==> src/rtl/button_pio_if.sv <==
// Avalon-MM slave bus for the button/switch input peripheral.
interface button_pio_if;
  logic [3:0] slave_address;
  logic       slave_read;
  logic       slave_write;
  logic [7:0] slave_writedata;
  logic [7:0] slave_readdata;

  modport master (output slave_address, slave_read, slave_write, slave_writedata,
                  input  slave_readdata);
  modport slave  (input  slave_address, slave_read, slave_write, slave_writedata,
                  output slave_readdata);
endinterface

==> src/rtl/button_pio.sv <==
// Debounced push-button/switch input port with edge capture and maskable irq.
// Define BUTTON_PIO_DEBOUNCE_EN to build the per-line debounce counters.

module button_pio_lane #(
  parameter int unsigned DEBOUNCE_CYCLES = 2,
  parameter int unsigned CNT_W           = 2
) (
  input  logic clk,
  input  logic reset_n,
  input  logic din,
  output logic raw,
  output logic state,
  output logic press
);
  logic [1:0] sync_q;
  logic       state_q;
  logic       accept;

  if (DEBOUNCE_CYCLES < 2 || (DEBOUNCE_CYCLES >> CNT_W) != 0) begin : g_bad_cfg
    $error("button_pio: need DEBOUNCE_CYCLES >= 2 and 2**CNT_W > DEBOUNCE_CYCLES");
  end

  always_ff @(posedge clk or negedge reset_n) begin
    if (!reset_n) sync_q <= '0;
    else          sync_q <= {sync_q[0], din};
  end

  assign raw = sync_q[1];

`ifdef BUTTON_PIO_DEBOUNCE_EN
  logic [CNT_W-1:0] cnt_q;

  // Any cycle where raw agrees with state restarts the stability count.
  assign accept = (raw != state_q) && (cnt_q == CNT_W'(DEBOUNCE_CYCLES - 1));

  always_ff @(posedge clk or negedge reset_n) begin
    if (!reset_n) begin
      cnt_q   <= '0;
      state_q <= 1'b0;
    end else if (raw == state_q) begin
      cnt_q   <= '0;
    end else if (accept) begin
      cnt_q   <= '0;
      state_q <= raw;
    end else begin
      cnt_q   <= cnt_q + CNT_W'(1);
    end
  end
`else
  assign accept = (raw != state_q);

  always_ff @(posedge clk or negedge reset_n) begin
    if (!reset_n) state_q <= 1'b0;
    else          state_q <= raw;
  end
`endif

  assign state = state_q;
  assign press = accept & raw;
endmodule

module button_pio #(
  parameter int unsigned WIDTH           = 8,
  parameter int unsigned DEBOUNCE_CYCLES = 50000,
  parameter int unsigned CNT_W           = 16,
  parameter bit          ACTIVE_LOW      = 1'b1
) (
  input  logic             clk,
  input  logic             reset_n,
  button_pio_if.slave      bus,
  output logic             irq,
  input  logic [WIDTH-1:0] user_datain_0
);
  logic [WIDTH-1:0] din, raw, state, press;
  logic [WIDTH-1:0] mask_q, edge_q, edge_clr, rd_mux;
  logic             addr_ok;

  assign din = ACTIVE_LOW ? ~user_datain_0 : user_datain_0;

  for (genvar i = 0; i < WIDTH; i++) begin : g_lane
    button_pio_lane #(
      .DEBOUNCE_CYCLES(DEBOUNCE_CYCLES),
      .CNT_W          (CNT_W)
    ) u_lane (
      .clk    (clk),
      .reset_n(reset_n),
      .din    (din[i]),
      .raw    (raw[i]),
      .state  (state[i]),
      .press  (press[i])
    );
  end

  assign addr_ok  = (bus.slave_address[3:2] == 2'b00);
  assign edge_clr = (bus.slave_write && addr_ok && bus.slave_address[1:0] == 2'd2)
                    ? bus.slave_writedata[WIDTH-1:0] : '0;

  always_ff @(posedge clk or negedge reset_n) begin
    if (!reset_n) begin
      mask_q <= '0;
      edge_q <= '0;
    end else begin
      if (bus.slave_write && addr_ok && bus.slave_address[1:0] == 2'd1)
        mask_q <= bus.slave_writedata[WIDTH-1:0];
      // A new press beats a simultaneous W1C of the same bit.
      edge_q <= (edge_q & ~edge_clr) | press;
    end
  end

  assign irq = |(edge_q & mask_q);

  always_comb begin
    rd_mux = '0;
    if (addr_ok) begin
      case (bus.slave_address[1:0])
        2'd0:    rd_mux = state;
        2'd1:    rd_mux = mask_q;
        2'd2:    rd_mux = edge_q;
        default: rd_mux = raw;
      endcase
    end
  end

  always_ff @(posedge clk or negedge reset_n) begin
    if (!reset_n)            bus.slave_readdata <= '0;
    else if (bus.slave_read) bus.slave_readdata <= 8'(rd_mux);
  end
endmodule

==> src/flat_wrapper.sv <==
// flat-port wrapper written by rule: the top's interface ports become plain ports
module button_pio_flat 
#(
  parameter int unsigned WIDTH           = 8,
  parameter int unsigned DEBOUNCE_CYCLES = 50000,
  parameter int unsigned CNT_W           = 16,
  parameter bit          ACTIVE_LOW      = 1'b1
)
  (clk, reset_n, irq, user_datain_0, bus_slave_address, bus_slave_read, bus_slave_write, bus_slave_writedata, bus_slave_readdata);
  button_pio_if bus_i ();
  input  logic clk;
  input  logic reset_n;
  output logic irq;
  input  logic [WIDTH-1:0] user_datain_0;
  input wire logic [$bits(bus_i.slave_address)-1:0] bus_slave_address;
  input wire logic [$bits(bus_i.slave_read)-1:0] bus_slave_read;
  input wire logic [$bits(bus_i.slave_write)-1:0] bus_slave_write;
  input wire logic [$bits(bus_i.slave_writedata)-1:0] bus_slave_writedata;
  output wire logic [$bits(bus_i.slave_readdata)-1:0] bus_slave_readdata;
  assign bus_i.slave_address = bus_slave_address;
  assign bus_i.slave_read = bus_slave_read;
  assign bus_i.slave_write = bus_slave_write;
  assign bus_i.slave_writedata = bus_slave_writedata;
  assign bus_slave_readdata = bus_i.slave_readdata;
  button_pio #(.WIDTH(WIDTH), .DEBOUNCE_CYCLES(DEBOUNCE_CYCLES), .CNT_W(CNT_W), .ACTIVE_LOW(ACTIVE_LOW)) u_core (.clk(clk), .reset_n(reset_n), .bus(bus_i), .irq(irq), .user_datain_0(user_datain_0));
endmodule
==> config.mk <==
export PLATFORM = sky130hd
export DESIGN_NAME = button_pio_flat
export DESIGN_NICKNAME = d
export VERILOG_FILES = /design/src/rtl/button_pio_if.sv /design/src/rtl/button_pio.sv /design/src/flat_wrapper.sv
export SDC_FILE = /design/constraint.sdc
export NUM_CORES = 1
export LEC_CHECK = 0
export ABC_AREA = 1
export CORE_AREA = 5 5 66 68
export CTS_CLUSTER_SIZE = 20
export DETAILED_ROUTE_END_ITERATION = 7
export DIE_AREA = 0 0 71 73
export PLACE_DENSITY_LB_ADDON = 0.12
export SYNTH_ARGS = -nofsm -noshare
export SYNTH_HDL_FRONTEND = slang
export SYNTH_SLANG_ARGS = --single-unit
==> constraint.sdc <==
create_clock -name clk -period 1.7 [get_ports clk]
set_clock_uncertainty 0.1 [all_clocks]
set_input_delay 0.17 -clock clk [delete_from_list [all_inputs] [get_ports clk]]
set_output_delay 0.17 -clock clk [all_outputs]
set_load 0.01 [all_outputs]
Word-level counts from Yosys, hierarchy flattened
Cells that the tools add are included.
{ "word_totals": {"in_bits": 24, "word_cells": 51, "regBits": 48} }
{ "op_classes": {"muxes": 3, "n_reduce_logical": 6, "n_eq_ne": 10, "n_bitwise": 13} }
{ "ops": {"columns": ["operator", "n"], "rows": [
  ["$pmux W8 S3", 1],
  ["$and A8 B8 Y8", 2],
  ["$mux W8", 2],
  ["$not A8 Y8", 2],
  ["$and A1 B1 Y1", 8],
  ["$ne A1 B1 Y1", 8],
  ["$or A8 B8 Y8", 1],
  ["$reduce_or A8 Y1", 1],
  ["$logic_not A2 Y1", 2],
  ["$logic_and A1 B1 Y1", 3],
  ["$eq A2 B1 Y1 const B", 1],
  ["$eq A2 B2 Y1 const B", 1]
]} }

Depth between registers and ports, before layout
Gate-level depths: netlist of run 1.
{ "depth": {"depth_word": 7, "ltp_mapped": 6} }

Hierarchy
Synthesis of run 1 repeated with hierarchy kept, for this count alone.
{ "unflattened": {"cells_unflattened": 227, "hier_area_um2": 2038.2} }
{ "by_module_without_submodules": {"columns": ["mod", "seq_area_each_um2", "cells_per_inst", "n_inst", "area_each_um2"], "rows": [
  ["button_pio", 600.6, 187, 1, 1357.6],
  ["button_pio_lane", 75.1, 5, 8, 85.1]
]} }

Least setup slack after synthesis of run 1
No wires, ideal clock.
{ "synth_path": {"path_type": "input port to flip-flop", "startpoint": "in bus_slave_address[1]", "endpoint": "reg u_core.mask_q[6]", "path_stages": 6, "slack_ps": 659, "path_buffers": 2, "t_arrival_ps": 824, "required_time_ps": 1483, "setup_ps": 117, "path_cell_list": "buf_2 > nor2_2 > nand3_2 > buf_6 > nand2_1 > o21ai_2"} }
{ "synth_between": {"elab_chain_cells": 2} }
{ "synth_lines": {"columns": ["item", "line_no", "text"], "rows": [
  ["start, declared", "flat_wrapper.sv:15", "input wire logic [$bits(bus_i.slave_address)-1:0] bus_slave_address;"],
  ["$eq A2 B1 Y1", "button_pio.sv:103", "if (bus.slave_write && addr_ok && bus.slave_address[1:0] == 2'd1)"],
  ["$logic_and A1 B1 Y1", "button_pio.sv:103", null],
  ["end signal, assigned", "button_pio.sv:104", "mask_q <= bus.slave_writedata[WIDTH-1:0];"],
  ["end, declared", "button_pio.sv:75", "logic [WIDTH-1:0] mask_q, edge_q, edge_clr, rd_mux;"]
]} }
No other way between the ends.
A chain may end at the register's enable or synchronous reset.

Worst setup path after layout of run 1
{ "layout_path": {"startpoint": "reg u_core.mask_q[1]", "endpoint": "out irq"} }
{ "layout_between": {"elab_chain_cells": 2} }
{ "layout_lines": {"columns": ["item", "line_no", "text"], "rows": [
  ["$and A8 B8 Y8", "button_pio.sv:110", "assign irq = |(edge_q & mask_q);"],
  ["$reduce_or A8 Y1", "button_pio.sv:110", null],
  ["end, declared", "flat_wrapper.sv:13", "output logic irq;"]
]} }
No other way between the ends.

==> results by group, run 1 <==
Critical path
  • Crit Path Class: flip-flop to primary output
  • CP Capture Type: primary output
  • Worst path arrival time: 1320 ps
  • WP data required: 1430 ps
  • Critical Path Start Type: flip-flop
  • FF-to-FF path depth: 4
  • Crit Path Max Fanout: 3
  • Worst r2r src: u_core.mask_q[4]
  • Reg-to-reg critical path endpoint: u_core.bus.slave_readdata[4]
  • Flop-to-flop setup slack: 660 ps

Detailed routing
  • Vias: 1460
  • WL per Instance: 11.9 um
  • First DRT Iteration DRCs: 53
  • DRT antenna net count: 0
  • Drt pass-1 iters: 5
  • Final wirelength: 3740 um
  • Drt drc: 0
  • Vias per cell: 4.65

STA
  • Setup violators final: 0
  • Slew HR: 67.8%
  • Final hold vios: 0
  • Setup_tns: 0 ps
  • RSZ-0062 raised after global routing: no
  • Tcrit/Tclk final: 93.3%
  • Tmin final: 1590 ps
  • Final Max Tran Viols: 0
  • Worst-Margin Slew: 482 ps
  • Top achievable clock speed: 630 MHz

Clocking
  • TritonCTS Sinks: 48
  • CTS clock-pin slew for the worst setup and hold paths: 80 ps
  • Worst skew pair latency: 290 ps
  • TritonCTS clock tree: yes
  • CTS Buf Count: 5
  • H-tree level count: 2
  • CTS Buffer Depth: 2
  • Clk root buf: clkbuf_8
  • Setup Buffers After CTS: 0

Cells and area
  • Fin util: 66.9%
  • Share of post-route cells with drive strength above 1: 11.7%
  • Commonest non-fill, non-tap cell in the layout: nand2_1
  • Nets@finish: 287
  • Register area: 0.00120 mm2
  • Commonest non-fill, non-tap cells in the layout: nand2_1, dfrtp_1, clkdlybuf4s50_1
  • Area Overhead vs Synth: 29.1%
  • Ant. Diodes: 0
  • # fillers: 324
  • Multi-input combinational cell area: 641 um2

Power
  • Cell Pwr Density: 984 mW/mm2
  • LEAKAGE: 1.28 nW
  • VDD IR max: 0.596 mV

Outcome
  • Status: finished, final reports clean

Global route
  • Gr usage total: 16.8%
  • First-pass GRT wire length: 6840 um
  • Initial antenna violation count: 0
  • Number of global-route vias before repair: 1511
  • Remaining global-route overflow: 0
  • Largest net degree at the start of global routing: 49

Floorplan
  • Die Area: 0.00518 mm2
  • Row count: 23
  • Initial core utilization: 51.8%
  • Core ar.: 0.00380 mm2
  • Die height: 73 um
  • Die width: 71 um
  • IO Count: 33

Flow run
  • Max_cap viols: 0

Worst hold path
  • Hold path endpoint: u_core.g_lane[1].u_lane.sync_q[0]
  • Worst hold stages: 2
  • Worst hold path type: input port to flip-flop
  • Hold path startpoint: user_datain_0[1]

Synthesis
  • Register area share after synthesis: 61.0%
  • Top cells by area, synth: dfrtp_1, nand2_1, inv_1
  • FF+latch count, synth: 48
  • YS warnings: 0
  • Mapped Area: 0.00197 mm2
  • Mean Syn Cell Area: 8.95 um2
  • Post-synthesis cell count: 220
  • Area leader, netlist: dfrtp_1
  • Share of the synthesized area in the top cell type: 61.0%
  • Synth cell types: 16
  • Net Count, Synth: 244

Placed design
  • Final HPWL DP: 2730 um
  • IO Port Bufs: 32
  • Gp weighted congestion: 0.845
[power breakdown]
part           internal (W)  leakage [nW]  switching (W)
Clock              0.000519        0.0645       0.000352
Sequential          0.00123         0.562      0.0000630
Combinational      0.000165         0.656       0.000173
Total               0.00191          1.28       0.000588
[registers in the layout, indices dropped and copies added, names as in the netlist]
name	flops
u_core.edge_q	8
u_core.g_lane.u_lane.state	8
u_core.bus.slave_readdata	8
u_core.g_lane.u_lane.sync_q	16
u_core.mask_q	8
[synth_stat cells]
library cell	number
o21ai_0	8
buf_2	2
nor2_4	1
a21oi_1	1
o21ai_2	8
nand3_1	17
inv_1	26
dfrtp_1	48
nand2_1	76
inv_2	1
nand3_2	1
nor2_2	2
nand4_1	8
clkbuf_1	2
nor2_1	18
buf_6	1
[cell type report]
cell class,instances,area share (%)
multi-input combinational,140,25.2
inverter,27,3.99
timing repair buffer,41,16.1
tap,50,2.46
clock buffer,7,3.79
sequential,48,47.3
clock inverter,1,1.18
[stage by stage]
step	power (W)	std cells	cell area [um2]	hold WS (ps)	worst slack, ps
2_1_floorplan	0.00147	220	1970	-226	659
6_report	0.00250	314	2540	251	113
3_5_place_dp	0.00165	305	2400	71.9	31.2
3_3_place_gp	0.00164	305	2400	74.1	53.5
5_1_grt	0.00263	314	2540	236	26.3
4_1_cts	0.00253	314	2540	238	99.0
[worst max path at each step]
stage / start / endpoint / slack (ps) / cells after the start
3_3_place_gp: bus_slave_address[0] / u_core.bus.slave_readdata[0] / 50 / 6
5_1_grt: u_core.mask_q[6] / irq / 30 / 5
6_report: u_core.mask_q[1] / irq / 110 / 5
2_1_floorplan: bus_slave_address[1] / u_core.mask_q[6] / 660 / 6
3_5_place_dp: bus_slave_address[0] / u_core.bus.slave_readdata[2] / 30 / 6
4_1_cts: u_core.mask_q[6] / irq / 100 / 5
[critical path, stage by stage, from the launching register on]
cell           delay [ps]
dfrtp_1               410
nand2_1               110
nand2_1                60
nor2_1                 80
nand3_1                80
dlygate4sd2_1         280
[cell families after synthesis]
family                 count (synthesis)  share of synthesized area (%)
AOI/OAI and AO/OA                     17                           5.85
DFF                                   48                           61.0
buffers and inverters                 32                           6.61
and+or+nand+nor                      123                           26.5
[per-layer routing]
layer / up-vias / GRT usage (%) / routed length, um
met5: - / 0 / 0
met4: 0 / 6.47 / 70
met3: 6 / 5.79 / 293
met2: 42 / 26.3 / 1620
met1: 645 / 21.6 / 1760
li1: 767 / - / -
[repair_timing]
item / CTS / global route
hold buffers: 1 / 0
endpoints found under the hold margin: 48 / 0
endpoints found under the setup margin: 1 / 1
resized for setup: 1 / 1
(Power assumes the default switching activity.)
==> inputs of run 2 (changes only) <==
CORE_AREA = 5 5 68 70   (was 5 5 66 68)
DIE_AREA = 0 0 73 75   (was 0 0 71 73)
clock period = 1.8 ns   (was 1.7 ns; I/O delays follow)
==> run 2 against run 1 <==
- setup slack improved by 77 ps
- power fell by 6.0%
- clock power fell by 6.0%
- critical path type unchanged
==> results by group, run 2 (same netlist as run 1, synthesis figures left out) <==
Detailed routing
  • Final wirelength: 3960 um
  • Drt pass-1 iters: 4
  • WL per Instance: 12.7 um
  • Vias per cell: 4.69
  • Drt drc: 0
  • First DRT Iteration DRCs: 85
  • DRT antenna net count: 0
  • Vias: 1462

Placed design
  • Dpl ws: 80.3 ps
  • Gp weighted congestion: 0.812
  • Final HPWL DP: 2860 um
  • IO Port Bufs: 32

STA
  • RSZ-0062 raised after global routing: no
  • Final setup margin: 191 ps
  • Tmin final: 1610 ps
  • Final hold vios: 0
  • Final Max Tran Viols: 0
  • Slew HR: 68.6%
  • Hold WS: 199 ps
  • Top achievable clock speed: 621 MHz
  • Worst-Margin Slew: 470 ps
  • Setup violators final: 0
  • Setup_tns: 0 ps
  • Tcrit/Tclk final: 89.4%

Cells and area
  • # fillers: 339
  • Share of post-route cells with drive strength above 1: 10.7%
  • Reg with most FFs: u_core.g_lane.u_lane.sync_q
  • Ant. Diodes: 0
  • Max reg flops: 16
  • Fin util: 64.0%
  • Commonest non-fill, non-tap cells in the layout: nand2_1, dfrtp_1, clkdlybuf4s50_1
  • Area Overhead vs Synth: 27.3%
  • Commonest non-fill, non-tap cell in the layout: nand2_1
  • Nets@finish: 285

Clocking
  • CTS clock-pin slew for the worst setup and hold paths: 90 ps
  • Worst skew pair latency: 300 ps
  • H-tree level count: 2
  • TritonCTS clock tree: yes
  • CTS Buf Count: 5
  • Setup Buffers After CTS: 0
  • TritonCTS Sinks: 48
  • CTS Buffer Depth: 2
  • Clk root buf: clkbuf_8

Global route
  • Remaining global-route overflow: 0
  • First-pass GRT wire length: 6600 um
  • Initial antenna violation count: 0
  • Gr usage total: 16.2%
  • Largest net degree at the start of global routing: 37
  • Number of global-route vias before repair: 1418

Power
  • Cell Pwr Density: 938 mW/mm2
  • LEAKAGE: 1.26 nW
  • VDD IR max: 0.596 mV

Floorplan
  • Core ar.: 0.00391 mm2
  • IO Count: 33
  • Die Area: 0.00548 mm2
  • Row count: 23
  • Die height: 75 um
  • Initial core utilization: 50.3%
  • Die width: 73 um

Worst hold path
  • Worst hold path type: input port to async pin

Critical path
  • Critical Path Start Type: flip-flop
  • Crit Path Class: flip-flop to primary output
  • WP data required: 1520 ps
  • Worst path arrival time: 1330 ps
  • Crit Path Max Fanout: 3
  • CP Capture Type: primary output

Outcome
  • Status: finished, final reports clean

Flow run
  • Max_cap viols: 0
## run 2: cell count changes in the layout (fill, tap and decap cells not counted), sizes merged
cell    previous run  this run
buf                9         7
clkinv             0         1
clkbuf             7         6
## run 2: final timing paths
| path | endpoint | from | slack (ps) | depth (start not counted) |
|---|---|---|---|---|
| setup reg to reg | u_core.bus.slave_readdata[3] | u_core.mask_q[3] | 780 | 4 |
| hold reg to reg | u_core.g_lane[1].u_lane.sync_q[1] | u_core.g_lane[1].u_lane.sync_q[0] | 250 | 0 |
| min in group clk | u_core.g_lane[2].u_lane.sync_q[0] | user_datain_0[2] | 240 | 2 |
| hold / removal | u_core.g_lane[6].u_lane.state | reset_n | 200 | 2 |
| setup / recovery | irq | u_core.mask_q[6] | 190 | 5 |
| max in group asynchronous | u_core.mask_q[3] | reset_n | 910 | 3 |
## run 2: stage by stage
stage | instances | cell area [um2] | power (W)
after floorplan | 220 | 1970 | 0.00139
after global placement | 303 | 2370 | 0.00155
after detailed placement | 303 | 2370 | 0.00156
after CTS | 312 | 2500 | 0.00237
after global routing | 312 | 2500 | 0.00246
final | 312 | 2500 | 0.00235
## run 2: metal layers
metal / vias to the layer above / GRT usage [%] / wire length (um)
li1: 764 / - / -
met1: 650 / 22.0 / 1890
met2: 40 / 24.0 / 1740
met3: 8 / 5.07 / 252
met4: 0 / 6.76 / 80
met5: - / 0 / 0
## run 2: critical path, stage by stage (launching register included)
cell,delay [ps]
dfrtp_1,410
nand2_1,80
nand2_1,50
a21oi_1,110
nand3_1,90
dlygate4sd2_1,290
## run 2: area by class of cell
cell class / instances / area [um2] / area share [%]
repair buffers: 39 / 382 / 15.2
clock inverters: 2 / 38.8 / 1.55
flip-flops and latches: 48 / 1200 / 48.0
clock buffers: 6 / 82.6 / 3.30
multi-input cells: 140 / 637 / 25.4
well taps: 50 / 62.6 / 2.50
inverters: 27 / 101 / 4.05
## run 2: power by group
group | internal, W | switching (W) | leakage, nW
Clock | 0.000454 | 0.000364 | 0.0614
Combinational | 0.000150 | 0.000162 | 0.640
Sequential | 0.00116 | 0.0000603 | 0.562
## run 2: repair_timing
action                                  4_1_cts  5_1_grt
endpoints found under the setup margin        1        0
endpoints found under the hold margin        12        0
gates resized for setup                       1        0
hold buffers                                  1        0
==> inputs of run 3 (changes only) <==
GPL_ROUTABILITY_DRIVEN = 0   (was not set)
MAX_ROUTING_LAYER = met4   (was not set)
clock period = 1.5 ns   (was 1.8 ns; I/O delays follow)
==> run 3 against run 2 <==
- critical path depth fell by 4
- routed wire length rose by 3.4%
- cell count rose by 4.5%
- count of clock-buffer cells in the layout did not move
- flip-flop and latch count did not move
==> results by group, run 3 (same netlist as run 1, synthesis figures left out) <==
STA
  • Tmin final: 1440 ps
  • Tcrit/Tclk final: 95.8%
  • Worst-Margin Slew: 507 ps
  • Final Max Tran Viols: 0
  • Setup violators final: 0
  • Final setup margin: 63.7 ps
  • Slew HR: 66.1%
  • Hold WS: 221 ps
  • Top achievable clock speed: 696 MHz
  • Final hold vios: 0

Outcome
  • Status: finished, final reports clean

Power
  • VDD IR max: 0.747 mV
  • Switching Fraction: 24.9%
  • Combinational fraction of design power: 15.2%
  • Cell Pwr Density: 1090 mW/mm2
  • Reg power frac: 50.9%
  • Clock share of power: 33.9%
  • Total power draw: 0.00287 W
  • LEAKAGE: 1.37 nW
  • Switching pwr: 0.000714 W
  • P_int: 0.00216 W

Floorplan
  • Initial core utilization: 50.3%
  • IO Count: 33
  • Die height: 75 um
  • Die width: 73 um
  • Core ar.: 0.00391 mm2
  • Die Area: 0.00548 mm2
  • Row count: 23

Critical path
  • Delay-heaviest family, CP: buffers and inverters
  • WP data required: 1250 ps
  • CP Depth: 1
  • WP buf/inv: 1
  • Crit Path Class: flip-flop to primary output
  • Worst setup startpoint: u_core.bus.slave_readdata[3]
  • Worst r2r src: u_core.mask_q[7]
  • Worst path arrival time: 1190 ps
  • CP Capture Type: primary output
  • FF-to-FF path depth: 6
  • Crit-path cells: clkdlybuf4s50_1
  • CP peak stage delay: 540 ps
  • Crit Path Max Fanout: 2
  • Critical Path Start Type: flip-flop
  • Slowest stage cell, crit path: clkdlybuf4s50_1

Cells and area
  • Commonest non-fill, non-tap cell in the layout: nand2_1
  • Max reg flops: 16
  • Ant. Diodes: 0
  • Share of post-route cells with drive strength above 1: 15.9%
  • # fillers: 320
  • Commonest non-fill, non-tap cells in the layout: nand2_1, dfrtp_1, clkdlybuf4s50_1
  • Post-route cell area: 0.00264 mm2
  • Area Overhead vs Synth: 34.1%
  • Reg with most FFs: u_core.g_lane.u_lane.sync_q
  • Nets@finish: 299

Worst hold path
  • Worst hold path type: input port to flip-flop
  • Worst hold stages: 2
  • Hold path startpoint: user_datain_0[0]

Global route
  • Number of global-route vias before repair: 1618
  • Initial antenna violation count: 0
  • Gr usage total: 17.0%
  • First-pass GRT wire length: 7030 um
  • Largest net degree at the start of global routing: 49
  • Remaining global-route overflow: 0

Detailed routing
  • Vias per cell: 4.77
  • Drt drc: 0
  • WL per Instance: 12.6 um
  • Vias: 1554
  • First DRT Iteration DRCs: 90
  • Drt pass-1 iters: 4
  • Final wirelength: 4090 um
  • DRT antenna net count: 0

Clocking
  • CTS clock-pin slew for the worst setup and hold paths: 90 ps
  • TritonCTS Sinks: 48
  • Clk root buf: clkbuf_8
  • Worst skew pair latency: 290 ps
  • H-tree level count: 2
  • CTS Buffer Depth: 2
  • CTS Buf Count: 5
  • TritonCTS clock tree: yes

Placed design
  • Post-placement cell area: 0.00247 mm2
  • Dpl ws: -116 ps
  • IO Port Bufs: 32
  • Final HPWL DP: 2910 um

Flow run
  • Max_cap viols: 0
run 3: cell types whose count changed in the layout (fill, tap and decap cells not counted):
cell             previous run  this run
buf_4                       5        17
a21oi_2                     0         1
buf_2                       1         2
buf_12                      1         3
clkdlybuf4s50_1            30        28
dlymetal6s2s_1              0         2
dlygate4sd2_1               1         0
a21oi_1                     1         0
run 3: cell type report:
| cell class | instances | area [um2] | share of cell area, % |
|---|---|---|---|
| clock inverters | 2 | 38.8 | 1.47 |
| inverters | 27 | 101 | 3.84 |
| well taps | 50 | 62.6 | 2.37 |
| clock buffers | 6 | 82.6 | 3.13 |
| repair buffers | 53 | 513 | 19.4 |
| flip-flops and latches | 48 | 1200 | 45.5 |
| multi-input cells | 140 | 641 | 24.3 |
run 3: metrics by stage:
stage	TNS, ps	cells	util (%)
after CTS	0	325	67.0
after global routing	-12.1	326	67.5
after floorplan	0	220	-
final	0	326	67.5
after detailed placement	-1730	313	63.2
after global placement	-1480	313	63.2
run 3: repair_timing:
action,CTS,global route
endpoints found under the hold margin,48,0
gates resized for setup,4,3
buffers inserted,3,1
endpoints found under the setup margin,1,3
pin swaps,0,2
hold buffers,1,0
run 3: worst paths after layout:
check	to	slack, ps
setup / recovery	bus_slave_readdata[3]	60
hold / removal	u_core.g_lane[0].u_lane.sync_q[0]	220
setup reg to reg	u_core.bus.slave_readdata[7]	230
hold reg to reg	u_core.g_lane[0].u_lane.sync_q[1]	250
max in group asynchronous	u_core.g_lane[5].u_lane.sync_q[1]	830
min in group asynchronous	u_core.edge_q[6]	260
run 3: metal layers:
layer / GRT usage, % / share of wire [%] / vias up
met5: - / 0 / -
li1: - / - / 792
met2: 27.0 / 46 / 39
met1: 21.3 / 47 / 716
met3: 3.87 / 5.1 / 7
met4: 6.76 / 2.0 / 0
run 3: power by group through the flow:
stage / clock, W / combinational (W) / sequential [W]
after floorplan: 0 / 0.000196 / 0.00147
after global placement: 0 / 0.000406 / 0.00148
after detailed placement: 0 / 0.000413 / 0.00148
after CTS: 0.000992 / 0.000429 / 0.00146
after global routing: 0.00104 / 0.000487 / 0.00147
final: 0.000973 / 0.000437 / 0.00146
